==> src/rtl/muxn_scan_if.sv <==
// Channel/select bundle for the registered N-to-1 scanning multiplexer.
// The master side supplies the channels, select and control; the slave
// side (the mux itself) returns the sampled data, its channel tag and
// the wrap pulse.
interface muxn_scan_if #(
  parameter int N = 8,
  parameter int W = 1
);
  localparam int S = (N > 1) ? $clog2(N) : 1;

  logic [N*W-1:0] x;
  logic [S-1:0]   ss;
  logic           mode;
  logic           en;
  logic [W-1:0]   y;
  logic [S-1:0]   sel_out;
  logic           wrap;

  modport master (
    output x, ss, mode, en,
    input  y, sel_out, wrap
  );

  modport slave (
    input  x, ss, mode, en,
    output y, sel_out, wrap
  );
endinterface

==> src/rtl/muxn_scan.sv <==
// Registered N-to-1 multiplexer with manual and round-robin scan modes.
// In scan mode each channel is held for DWELL enabled cycles; sel_out
// always names the channel that y was sampled from on the same cycle,
// and wrap pulses for one cycle when the scan steps from N-1 back to 0.
`default_nettype none

module muxn_scan #(
  parameter int N     = 8,
  parameter int W     = 1,
  parameter int DWELL = 4
) (
  input  wire logic   CLK,
  input  wire logic   N_RESET,
  muxn_scan_if.slave  bus
);

  localparam int S  = (N > 1) ? $clog2(N) : 1;
  localparam int CW = (DWELL > 1) ? $clog2(DWELL) : 1;

  localparam logic [S-1:0]  LAST_SEL = S'(N - 1);
  localparam logic [CW-1:0] LAST_CNT = CW'(DWELL - 1);

  logic [S-1:0]  r_sel;
  logic [CW-1:0] r_cnt;
  logic [W-1:0]  r_y;
  logic          r_wrap;

  logic [S-1:0]  w_ssSel;
  logic [S-1:0]  w_selNext;
  logic [CW-1:0] w_cntNext;
  logic          w_wrapNext;
  logic [W-1:0]  w_yNext;
  logic [W-1:0]  w_chan [0:N-1];

  // Unpack the flat channel bus so the data mux can index it by channel.
  for (genvar k = 0; k < N; k++) begin : g_chan
    assign w_chan[k] = bus.x[k*W +: W];
  end

  // A manual select beyond the last channel can only occur when N is not
  // a power of two; such values park on the last channel.
  if ((1 << S) == N) begin : g_pow2
    assign w_ssSel = bus.ss;
  end else begin : g_clamp
    assign w_ssSel = (bus.ss > LAST_SEL) ? LAST_SEL : bus.ss;
  end

  // Next channel, dwell count and wrap flag for an enabled edge.
  always_comb begin
    w_selNext  = r_sel;
    w_cntNext  = r_cnt;
    w_wrapNext = 1'b0;
    if (!bus.mode) begin
      w_selNext = w_ssSel;
      w_cntNext = '0;
    end else if (r_cnt == LAST_CNT) begin
      w_cntNext = '0;
      if (r_sel == LAST_SEL) begin
        w_selNext  = '0;
        w_wrapNext = 1'b1;
      end else begin
        w_selNext = r_sel + 1'b1;
      end
    end else begin
      w_cntNext = r_cnt + 1'b1;
    end
  end

  // Data is taken from the channel being selected this edge, so y and
  // sel_out always describe the same channel.
  assign w_yNext = w_chan[w_selNext];

  // State registers; a disabled edge freezes everything except wrap.
  always_ff @(posedge CLK or negedge N_RESET) begin
    if (!N_RESET) begin
      r_sel  <= '0;
      r_cnt  <= '0;
      r_y    <= '0;
      r_wrap <= 1'b0;
    end else if (bus.en) begin
      r_sel  <= w_selNext;
      r_cnt  <= w_cntNext;
      r_y    <= w_yNext;
      r_wrap <= w_wrapNext;
    end else begin
      r_wrap <= 1'b0;
    end
  end

  assign bus.y       = r_y;
  assign bus.sel_out = r_sel;
  assign bus.wrap    = r_wrap;

endmodule

`default_nettype wire

==> src/flat_wrapper.sv <==
// flat-port wrapper written by rule: the top's interface ports become plain ports
module muxn_scan_flat 
#(
  parameter int N     = 8,
  parameter int W     = 1,
  parameter int DWELL = 4
)
  (CLK, N_RESET, bus_x, bus_ss, bus_mode, bus_en, bus_y, bus_sel_out, bus_wrap);
  muxn_scan_if #(.N(N), .W(W)) bus_i ();
  input  wire logic CLK;
  input  wire logic N_RESET;
  input wire logic [$bits(bus_i.x)-1:0] bus_x;
  input wire logic [$bits(bus_i.ss)-1:0] bus_ss;
  input wire logic [$bits(bus_i.mode)-1:0] bus_mode;
  input wire logic [$bits(bus_i.en)-1:0] bus_en;
  output wire logic [$bits(bus_i.y)-1:0] bus_y;
  output wire logic [$bits(bus_i.sel_out)-1:0] bus_sel_out;
  output wire logic [$bits(bus_i.wrap)-1:0] bus_wrap;
  assign bus_i.x = bus_x;
  assign bus_i.ss = bus_ss;
  assign bus_i.mode = bus_mode;
  assign bus_i.en = bus_en;
  assign bus_y = bus_i.y;
  assign bus_sel_out = bus_i.sel_out;
  assign bus_wrap = bus_i.wrap;
  muxn_scan #(.N(N), .W(W), .DWELL(DWELL)) u_core (.CLK(CLK), .N_RESET(N_RESET), .bus(bus_i));
endmodule
==> config.mk <==
export PLATFORM = sky130hd
export DESIGN_NAME = muxn_scan_flat
export DESIGN_NICKNAME = d
export VERILOG_FILES = /design/src/rtl/muxn_scan_if.sv /design/src/rtl/muxn_scan.sv /design/src/flat_wrapper.sv
export SDC_FILE = /design/constraint.sdc
export NUM_CORES = 1
export LEC_CHECK = 0
export CORE_MARGIN = 1.5
export CORE_UTILIZATION = 30
export CTS_CLUSTER_DIAMETER = 200
export CTS_CLUSTER_SIZE = 25
export DETAILED_ROUTE_END_ITERATION = 10
export SETUP_SLACK_MARGIN = 0.02
export SLEW_MARGIN = 20
export SYNTH_ARGS = -nofsm -noshare
export SYNTH_HDL_FRONTEND = slang
export SYNTH_SLANG_ARGS = --single-unit
==> constraint.sdc <==
create_clock -name CLK -period 2.7 [get_ports CLK]
set_input_delay 0.27 -clock CLK [delete_from_list [all_inputs] [get_ports CLK]]
set_output_delay 0.27 -clock CLK [all_outputs]
set_load 0.02 [all_outputs]
==> out/qor.csv, run 1 <==
metric;value;unit
detailroute.via_count;552;
maxSlewHeadroom;68.0;%
die_h;47.9;µm
highest_achievable_clock_rate;477;MHz
startpoint_type;flip-flop;
vdd.ir_drop.worst;0.292;mV
placed_standard_cell_area;806;µm²
critical_path_peak_fanout;8;
number_of_search_and_repair_iterations_in_the_first_detailed_routing_pass;4;
leakage;0.338;nW
syn_nets;82;
synth_enable_flop_cells;0;
port-buffer-count;19;
skew;5.15;ps
place.gp.congestion;0.765;
final.period_utilization;77.7;%
design.portCount;20;
area_growth_syn_to_layout;37.7;%
clk_path_buf_depth;2;
grt.total_usage;12.4;%
mostFrequentLayoutCells;19 x sky130_fd_sc_hd__clkdlybuf4s50_1, 7 x sky130_fd_sc_hd__mux2i_1, 7 x sky130_fd_sc_hd__dfrtp_1, 6 x sky130_fd_sc_hd__inv_1, 5 x sky130_fd_sc_hd__nor2_1;
required;2840;ps
setup_viol;0;
asyncSetResetFlopFracSynth;100;%
holdCritPathClass;primary input to asynchronous set/reset pin;
antennaDiodeCount;0;
synthDistinctLibCells;28;
grt_pass1_vias;446;
layout-drive-gt1-share;9.41;%
postCtsHoldBufs;0;
final_hold_viol_count;0;
design.die.area;2290;µm²
worst_skew_pair.late_latency;250;ps
start_util;31.4;%
criticalPathCategory;flip-flop to flip-flop;
grt_max_degree;16;
rr_worst_depth;7;
clkTransAtPathRegs;50;ps
dominantRegCellSynth;sky130_fd_sc_hd__dfrtp_1;
worst-slew-pin-transition;481;ps
period_minus_slack;2100;ps
core;1920;µm²
pwr_density;450;nW/µm²
timing.critical_path.to_type;flip-flop;
final_max_slew_viol_count;0;
totalWireLength;1310;µm
finish.instance_area;832;µm²
clock_tree_from_tritoncts;done;
mostFrequentLayoutCell;sky130_fd_sc_hd__clkdlybuf4s50_1;
ff2ff_setup_slack;600;ps
final_nets;104;
yosysWarnings;0;
final.setup.tns;0;ps
syn-mean-instance-area;9.44;µm²
postRouteAntennaNets;0;
cts_root_buf;sky130_fd_sc_hd__clkbuf_4;
timing.max_cap.violations;0;
die_w;47.9;µm
postSynthRegisterBits;7;
synth_cells;64;
overflow;0;
seq_area_frac_synth;29.0;%
initial_drt_markers;6;
netlist_area;604;µm²
cts.sinks;7;
post-route-drc-count;0;
wl_per_cell;11.7;µm
avgViaCountPerCell;4.93;
status;complete, no violations;
cts_htree_levels;1;
cts_bufs_inserted;3;
wire_length_of_the_first_global_routing_pass;1990;µm
cts.repair_timing.setup_buffer_count;0;
grt_setup_unrepaired;no;
critPathArrivalTime;2230;ps
antenna_found_initial;0;
core.rowCount;16;
cts_resized;0;
[registers in the layout, summed over array words and instances, names as in the netlist]
name                flops
u_core.bus.sel_out      3
u_core.bus.wrap         1
u_core.bus.y            1
u_core.r_cnt            2
[critical path, cell delays in order (launching register included)]
cell and delay, ps:
sky130_fd_sc_hd__dfrtp_1 390, sky130_fd_sc_hd__ha_1 190, sky130_fd_sc_hd__ha_1 270, sky130_fd_sc_hd__or3b_1 390, sky130_fd_sc_hd__a31o_1 250, sky130_fd_sc_hd__mux2i_1 170, sky130_fd_sc_hd__a211oi_1 90, sky130_fd_sc_hd__a211o_1 230
[Yosys cell counts (2+ instances only)]
library cell / instances / area share, %
sky130_fd_sc_hd__a211oi_1: 3 / 3.7
sky130_fd_sc_hd__nand2_1: 4 / 2.5
sky130_fd_sc_hd__ha_1: 3 / 6.2
sky130_fd_sc_hd__nor2_1: 5 / 3.1
sky130_fd_sc_hd__o21ai_0: 3 / 2.5
sky130_fd_sc_hd__inv_1: 6 / 3.7
sky130_fd_sc_hd__o211ai_1: 3 / 3.7
sky130_fd_sc_hd__dfrtp_1: 7 / 29
sky130_fd_sc_hd__nand4bb_1: 3 / 5.6
sky130_fd_sc_hd__o311ai_1: 2 / 2.9
sky130_fd_sc_hd__o2bb2ai_1: 2 / 2.9
sky130_fd_sc_hd__mux2i_1: 7 / 12
[cell type report]
type / instances / area, µm²
clock buffers: 4 / 26.3
fillers: 208 / 1090
inverters: 6 / 22.5
multi-input cells: 47 / 369
flip-flops and latches: 7 / 175
well taps: 27 / 33.8
repair buffers: 21 / 205
[path summary, 6_finish.rpt]
check,from,to
max,u_core.bus.sel_out[1]$_DFFE_PN0P_,u_core.bus.y$_DFFE_PN0P_
min,N_RESET,u_core.r_cnt[1]$_DFFE_PN0P_
max reg2reg,u_core.bus.sel_out[1]$_DFFE_PN0P_,u_core.bus.y$_DFFE_PN0P_
min reg2reg,u_core.r_cnt[0]$_DFFE_PN0P_,u_core.r_cnt[0]$_DFFE_PN0P_
max in group asynchronous,N_RESET,u_core.bus.sel_out[0]$_DFFE_PN0P_
min in group CLK,u_core.r_cnt[0]$_DFFE_PN0P_,u_core.r_cnt[0]$_DFFE_PN0P_
[through the flow]
stage	total power, mW	instances	utilization, %	setup WS, ps	hold slack (ps)
floorplan	0.222	64	-	611	-25.6
global placement	0.281	108	41.9	630	476
detailed placement	0.282	108	41.9	612	481
CTS	0.382	112	43.3	615	292
global route	0.406	112	43.3	508	294
finish	0.374	112	43.3	603	282
[where the power goes]
part           switching [mW]  internal, mW  leakage (nW)
clock                  0.0374        0.0563        0.0150
combinational          0.0723        0.0784         0.236
sequential             0.0105         0.119        0.0871
total                   0.120         0.254         0.338
[kinds of logic after synthesis]
kind of cell | synth area share [%]
compound gates | 25.3
fa+ha+maj | 6.21
buf+inv | 9.94
flops | 29.0
mux | 13.5
simple gates | 16.1
[routing by layer]
metal  global-route usage (%)  wire, µm  up-vias
met2                     17.1       570       17
met4                     8.11         0        0
li1                         -         -      288
met5                        0         0        -
met1                     17.6       661      247
met3                     1.89        74        0
Power figures use the tool's default switching activity.
==> run 2: changes to the inputs <==
- clock period: 2.7 -> 1.9 ns (I/O delays scaled with it)
==> out/qor.csv, run 2 (same netlist as run 1, synthesis figures left out) <==
metric;value;unit;change
status;finished, violations left;;was complete, no violations
violations;negative setup slack;;
post-route-drc-count;0;;unchanged
totalWireLength;1380;µm;was 1310 µm
criticalPathCategory;flip-flop to flip-flop;;unchanged
grt_pass1_vias;557;;was 446
initial_drt_markers;4;;was 6
leakage;0.373;nW;was 0.338 nW
clock_tree_from_tritoncts;done;;unchanged
final_max_slew_viol_count;0;;unchanged
critPathArrivalTime;2060;ps;was 2230 ps
core;1920;µm²;unchanged
design.portCount;20;;unchanged
pwr_density;626;nW/µm²;was 450 nW/µm²
highest_achievable_clock_rate;517;MHz;was 477 MHz
final.period_utilization;102;%;was 77.7%
final.setup.tns;-33.4;ps;was 0 ps
number_of_search_and_repair_iterations_in_the_first_detailed_routing_pass;4;;unchanged
reg2reg_to;u_core.bus.y$_DFFE_PN0P_;;unchanged
cts_bufs_inserted;3;;unchanged
antenna_found_initial;0;;unchanged
period_minus_slack;1930;ps;was 2100 ps
design.die.area;2290;µm²;unchanged
startpoint_type;flip-flop;;unchanged
finish.instance_area;923;µm²;was 832 µm²
timing.rr.start;u_core.bus.sel_out[0]$_DFFE_PN0P_;;was u_core.bus.sel_out[1]$_DFFE_PN0P_
critical_path_peak_fanout;7;;was 8
timing.max_cap.violations;0;;unchanged
mostFrequentLayoutCells;19 x sky130_fd_sc_hd__clkdlybuf4s50_1, 10 x sky130_fd_sc_hd__buf_4, 7 x sky130_fd_sc_hd__mux2i_1, 6 x sky130_fd_sc_hd__inv_1;;was 19 x sky130_fd_sc_hd__clkdlybuf4s50_1, 7 x sky130_fd_sc_hd__mux2i_1, 7 x sky130_fd_sc_hd__dfrtp_1, 6 x sky130_fd_sc_hd__inv_1, 5 x sky130_fd_sc_hd__nor2_1
die_h;47.9;µm;unchanged
timing.critical_path.to_type;flip-flop;;unchanged
postLayoutSetupSlackWorst;-33.4;ps;was 603 ps
final_hold_viol_count;0;;unchanged
layout-drive-gt1-share;22.6;%;was 9.41%
clkTransAtPathRegs;50;ps;about the same
avgViaCountPerCell;4.70;;was 4.93
post_layout_instance_count_excluding_filler_cells;120;;was 112
worst_skew_pair.late_latency;250;ps;about the same
grt.total_usage;14.7;%;was 12.4%
holdCritPathClass;primary input to asynchronous set/reset pin;;unchanged
area_growth_syn_to_layout;52.8;%;was 37.7%
cts_root_buf;sky130_fd_sc_hd__clkbuf_4;;unchanged
vdd.ir_drop.worst;0.433;mV;was 0.292 mV
fillCellCount;193;;was 208
mostFrequentLayoutCell;sky130_fd_sc_hd__clkdlybuf4s50_1;;unchanged
detailedPlacementHpwl;1070;µm;
grt_setup_unrepaired;yes;;was no
rr_worst_depth;7;;unchanged
detailroute.via_count;564;;was 552
start_util;31.4;%;unchanged
postRouteAntennaNets;0;;unchanged
final_nets;112;;was 104
setup_viol;1;;was 0
required;2030;ps;was 2840 ps
die_w;47.9;µm;unchanged
core.rowCount;16;;unchanged
postCtsHoldBufs;0;;unchanged
maxSlewHeadroom;78.4;%;was 68.0%
wire_length_of_the_first_global_routing_pass;2340;µm;was 1990 µm
worst-slew-pin-transition;320;ps;was 481 ps
wl_per_cell;11.5;µm;was 11.7 µm
antennaDiodeCount;0;;unchanged
place.gp.congestion;0.797;;was 0.765
clk_path_buf_depth;2;;unchanged
overflow;0;;unchanged
cts.sinks;7;;unchanged
grt_max_degree;15;;was 16
dpl.cell_count;116;;was 108
cts_htree_levels;1;;unchanged
largest_register_ffs;3;;unchanged
ff2ff_setup_slack;-30;ps;was 600 ps
skew;1.08;ps;was 5.15 ps
placed_standard_cell_area;893;µm²;was 806 µm²
port-buffer-count;19;;unchanged
==> run 2: metal layers <==
layer / up-vias / track usage, % / part of all wire, %
li1: 299 / - / -
met1: 251 / 20.0 / 53
met2: 14 / 22.9 / 43
met3: 0 / 2.26 / 4.1
met4: 0 / 6.49 / 0
met5: - / 0 / 0
==> run 2: power by group <==
group	internal (mW)	switching, mW
registers	0.171	0.0165
logic	0.143	0.115
clock network	0.0800	0.0527
==> run 2: area by class of cell <==
| type | count | area [µm²] | area share [%] |
|---|---|---|---|
| multi-input combinational | 47 | 398 | 43.1 |
| timing repair buffer | 29 | 265 | 28.7 |
| sequential | 7 | 178 | 19.2 |
| tap | 27 | 33.8 | 3.66 |
| clock buffer | 4 | 26.3 | 2.85 |
| inverter | 6 | 22.5 | 2.44 |
==> run 2: worst max-delay path by stage <==
stage	start	endpoint	slack (ps)	depth (start not counted)
2_1_floorplan	u_core.bus.sel_out[0]$_DFFE_PN0P_	u_core.bus.y$_DFFE_PN0P_	10	7
3_3_place_gp	u_core.r_cnt[1]$_DFFE_PN0P_	u_core.bus.y$_DFFE_PN0P_	-60	6
3_5_place_dp	u_core.r_cnt[0]$_DFFE_PN0P_	u_core.bus.y$_DFFE_PN0P_	-100	6
4_1_cts	u_core.bus.sel_out[0]$_DFFE_PN0P_	u_core.bus.y$_DFFE_PN0P_	-40	7
5_1_grt	u_core.bus.sel_out[0]$_DFFE_PN0P_	u_core.bus.y$_DFFE_PN0P_	-80	7
6_report	u_core.bus.sel_out[0]$_DFFE_PN0P_	u_core.bus.y$_DFFE_PN0P_	-30	7
==> run 2: repair_timing <==
item,4_1_cts,5_1_grt
setup buffers,0,0
endpoints found under the setup margin,1,1
gates resized for setup,1,1
endpoints found under the hold margin,0,0
pin swaps,0,2
==> run 2: critical path: stages, from the launching register on <==
cell	delay, ps
sky130_fd_sc_hd__dfrtp_2	420
sky130_fd_sc_hd__ha_4	170
sky130_fd_sc_hd__ha_4	170
sky130_fd_sc_hd__or3b_1	340
sky130_fd_sc_hd__a31o_1	220
sky130_fd_sc_hd__mux2i_1	170
sky130_fd_sc_hd__a211oi_1	90
sky130_fd_sc_hd__a211o_1	230
==> run 2: through the flow <==
step                setup slack [ps]  util (%)  hold slack [ps]  total power, mW
floorplan                       15.0         -             -106            0.330
CTS                            -35.2      48.0              204            0.589
finish                         -33.4      48.0              204            0.578
global placement               -63.3      46.5              478            0.447
global route                   -77.4      48.0              229            0.623
detailed placement              -101      46.5              476            0.448
==> run 3: changes to the inputs <==
- SKIP_CTS_REPAIR_TIMING: unset -> 1
- SLEW_MARGIN: 20 -> unset
==> out/qor.csv, run 3 (same netlist as run 1, synthesis figures left out) <==
metric;value;unit;change
cts_htree_levels;1;;unchanged
wl_per_cell;11.5;µm;unchanged
cts_bufs_inserted;3;;unchanged
wire_length_of_the_first_global_routing_pass;2340;µm;unchanged
layout-drive-gt1-share;22.6;%;unchanged
cpMostUsedCell;sky130_fd_sc_hd__ha_4;;unchanged
setup_viol;1;;unchanged
post_layout_instance_count_excluding_filler_cells;120;;unchanged
antenna_found_initial;0;;unchanged
placed_standard_cell_area;893;µm²;unchanged
die_h;47.9;µm;unchanged
skew;1.08;ps;unchanged
multi_input_logic_area;398;µm²;unchanged
violations;negative setup slack;;unchanged
fin_worst_hold_slack;204;ps;unchanged
timing.max_cap.violations;0;;unchanged
antennaDiodeCount;0;;unchanged
postLayoutCoreUtil;48.0;%;unchanged
leakage;0.373;nW;unchanged
cell_depth_of_the_worst_setup_path;7;;unchanged
ff_latch_area;178;µm²;unchanged
ff2ff_setup_slack;-30;ps;about the same
start_util;31.4;%;unchanged
highest_achievable_clock_rate;517;MHz;unchanged
detailedPlacementHpwl;1070;µm;unchanged
final_hold_viol_count;0;;unchanged
critical_path.max_stage_delay;420;ps;about the same
clock_tree_from_tritoncts;done;;unchanged
timing.critical_path.to_type;flip-flop;;unchanged
fillCellCount;193;;unchanged
startpoint_type;flip-flop;;unchanged
vdd.ir_drop.worst;0.433;mV;unchanged
crit_path_top_delay_cell;sky130_fd_sc_hd__dfrtp_2;;unchanged
core.rowCount;16;;unchanged
timing.rr.start;u_core.bus.sel_out[0]$_DFFE_PN0P_;;unchanged
worst_skew_pair.late_latency;250;ps;about the same
place.gp.congestion;0.797;;unchanged
largest_register_ffs;3;;unchanged
postRouteAntennaNets;0;;unchanged
number_of_search_and_repair_iterations_in_the_first_detailed_routing_pass;4;;unchanged
grt_max_degree;15;;unchanged
finish.instance_area;923;µm²;unchanged
critical_path.cell_chain;ha_4, ha_4, or3b_1, a31o_1, mux2i_1, a211oi_1, a211o_1;;unchanged
area_growth_syn_to_layout;52.8;%;unchanged
mostFrequentLayoutCell;sky130_fd_sc_hd__clkdlybuf4s50_1;;unchanged
critical_path_peak_fanout;7;;unchanged
dpl.cell_count;116;;unchanged
period_minus_slack;1930;ps;unchanged
final_max_slew_viol_count;0;;unchanged
cts.sinks;7;;unchanged
clk_path_buf_depth;2;;unchanged
overflow;0;;unchanged
detailroute.via_count;564;;unchanged
initial_drt_markers;4;;unchanged
criticalPathCategory;flip-flop to flip-flop;;unchanged
worst-slew-pin-transition;320;ps;unchanged
post-route-drc-count;0;;unchanged
final_nets;112;;unchanged
status;finished, violations left;;unchanged
reg2reg_to;u_core.bus.y$_DFFE_PN0P_;;unchanged
core;1920;µm²;unchanged
clkTransAtPathRegs;50;ps;about the same
pwr_density;626;nW/µm²;unchanged
rr_worst_depth;7;;unchanged
timing.critical_path.buf_inv;0;;unchanged
final.period_utilization;102;%;unchanged
design.portCount;20;;unchanged
totalWireLength;1380;µm;unchanged
grt_pass1_vias;556;;was 557
cts_root_buf;sky130_fd_sc_hd__clkbuf_4;;unchanged
design.die.area;2290;µm²;unchanged
postLayoutSetupSlackWorst;-33.4;ps;unchanged
required;2030;ps;about the same
maxSlewHeadroom;78.4;%;unchanged
die_w;47.9;µm;unchanged
holdCritPathClass;primary input to asynchronous set/reset pin;;unchanged
critPathTopFamily;compound AO/OA/AOI/OAI gates;;unchanged
avgViaCountPerCell;4.70;;unchanged
grt.total_usage;14.7;%;unchanged
port-buffer-count;19;;unchanged
grt_setup_unrepaired;yes;;unchanged
mostFrequentLayoutCells;19 x sky130_fd_sc_hd__clkdlybuf4s50_1, 10 x sky130_fd_sc_hd__buf_4, 7 x sky130_fd_sc_hd__mux2i_1, 6 x sky130_fd_sc_hd__inv_1;;unchanged
critPathArrivalTime;2060;ps;about the same
final.setup.tns;-33.4;ps;unchanged
## run 3: cell counts in the layout (fill, tap and decap cells not counted)
Identical to the previous run, type by type.
## run 3: how the worst max path moves through the flow
stage | startpoint | to | slack [ps]
3_3_place_gp | u_core.r_cnt[1]$_DFFE_PN0P_ | u_core.bus.y$_DFFE_PN0P_ | -60
3_5_place_dp | u_core.r_cnt[0]$_DFFE_PN0P_ | u_core.bus.y$_DFFE_PN0P_ | -100
5_1_grt | u_core.bus.sel_out[0]$_DFFE_PN0P_ | u_core.bus.y$_DFFE_PN0P_ | -80
6_report | u_core.bus.sel_out[0]$_DFFE_PN0P_ | u_core.bus.y$_DFFE_PN0P_ | -30
4_1_cts | u_core.r_cnt[1]$_DFFE_PN0P_ | u_core.bus.y$_DFFE_PN0P_ | -120
2_1_floorplan | u_core.bus.sel_out[0]$_DFFE_PN0P_ | u_core.bus.y$_DFFE_PN0P_ | 10
## run 3: cell type report
| class | count | area share [%] |
|---|---|---|
| Multi-Input combinational cell | 47 | 43.1 |
| Timing Repair Buffer | 29 | 28.7 |
| Sequential cell | 7 | 19.2 |
| Tap cell | 27 | 3.66 |
| Clock buffer | 4 | 2.85 |
| Inverter | 6 | 2.44 |
## run 3: where the power goes
group	switching (mW)	total [mW]	internal, mW	leakage (nW)
logic	0.115	0.258	0.143	0.272
clock network	0.0527	0.133	0.0800	0.0150
registers	0.0165	0.187	0.171	0.0852
total	0.184	0.578	0.394	0.373
## run 3: worst register-to-register path, cell delays in order, from the launching register on
cell	delay (ps)
sky130_fd_sc_hd__dfrtp_2	420
sky130_fd_sc_hd__ha_4	170
sky130_fd_sc_hd__ha_4	170
sky130_fd_sc_hd__or3b_1	350
sky130_fd_sc_hd__a31o_1	220
sky130_fd_sc_hd__mux2i_1	170
sky130_fd_sc_hd__a211oi_1	90
sky130_fd_sc_hd__a211o_1	230
## run 3: routing by layer
layer  wire length (µm)  global-route usage [%]  vias to the layer above
met5                  0                       0                        -
met4                  0                    6.49                        0
met3                 56                    2.26                        0
met2                594                    22.9                       14
met1                731                    20.0                      251
li1                   -                       -                      299
## run 3: per-stage QoR
step	worst slack, ps	power [mW]
after global routing	-77.4	0.623
after CTS	-118	0.588
final	-33.4	0.578
after detailed placement	-101	0.448
after floorplan	15.0	0.330
after global placement	-63.3	0.447
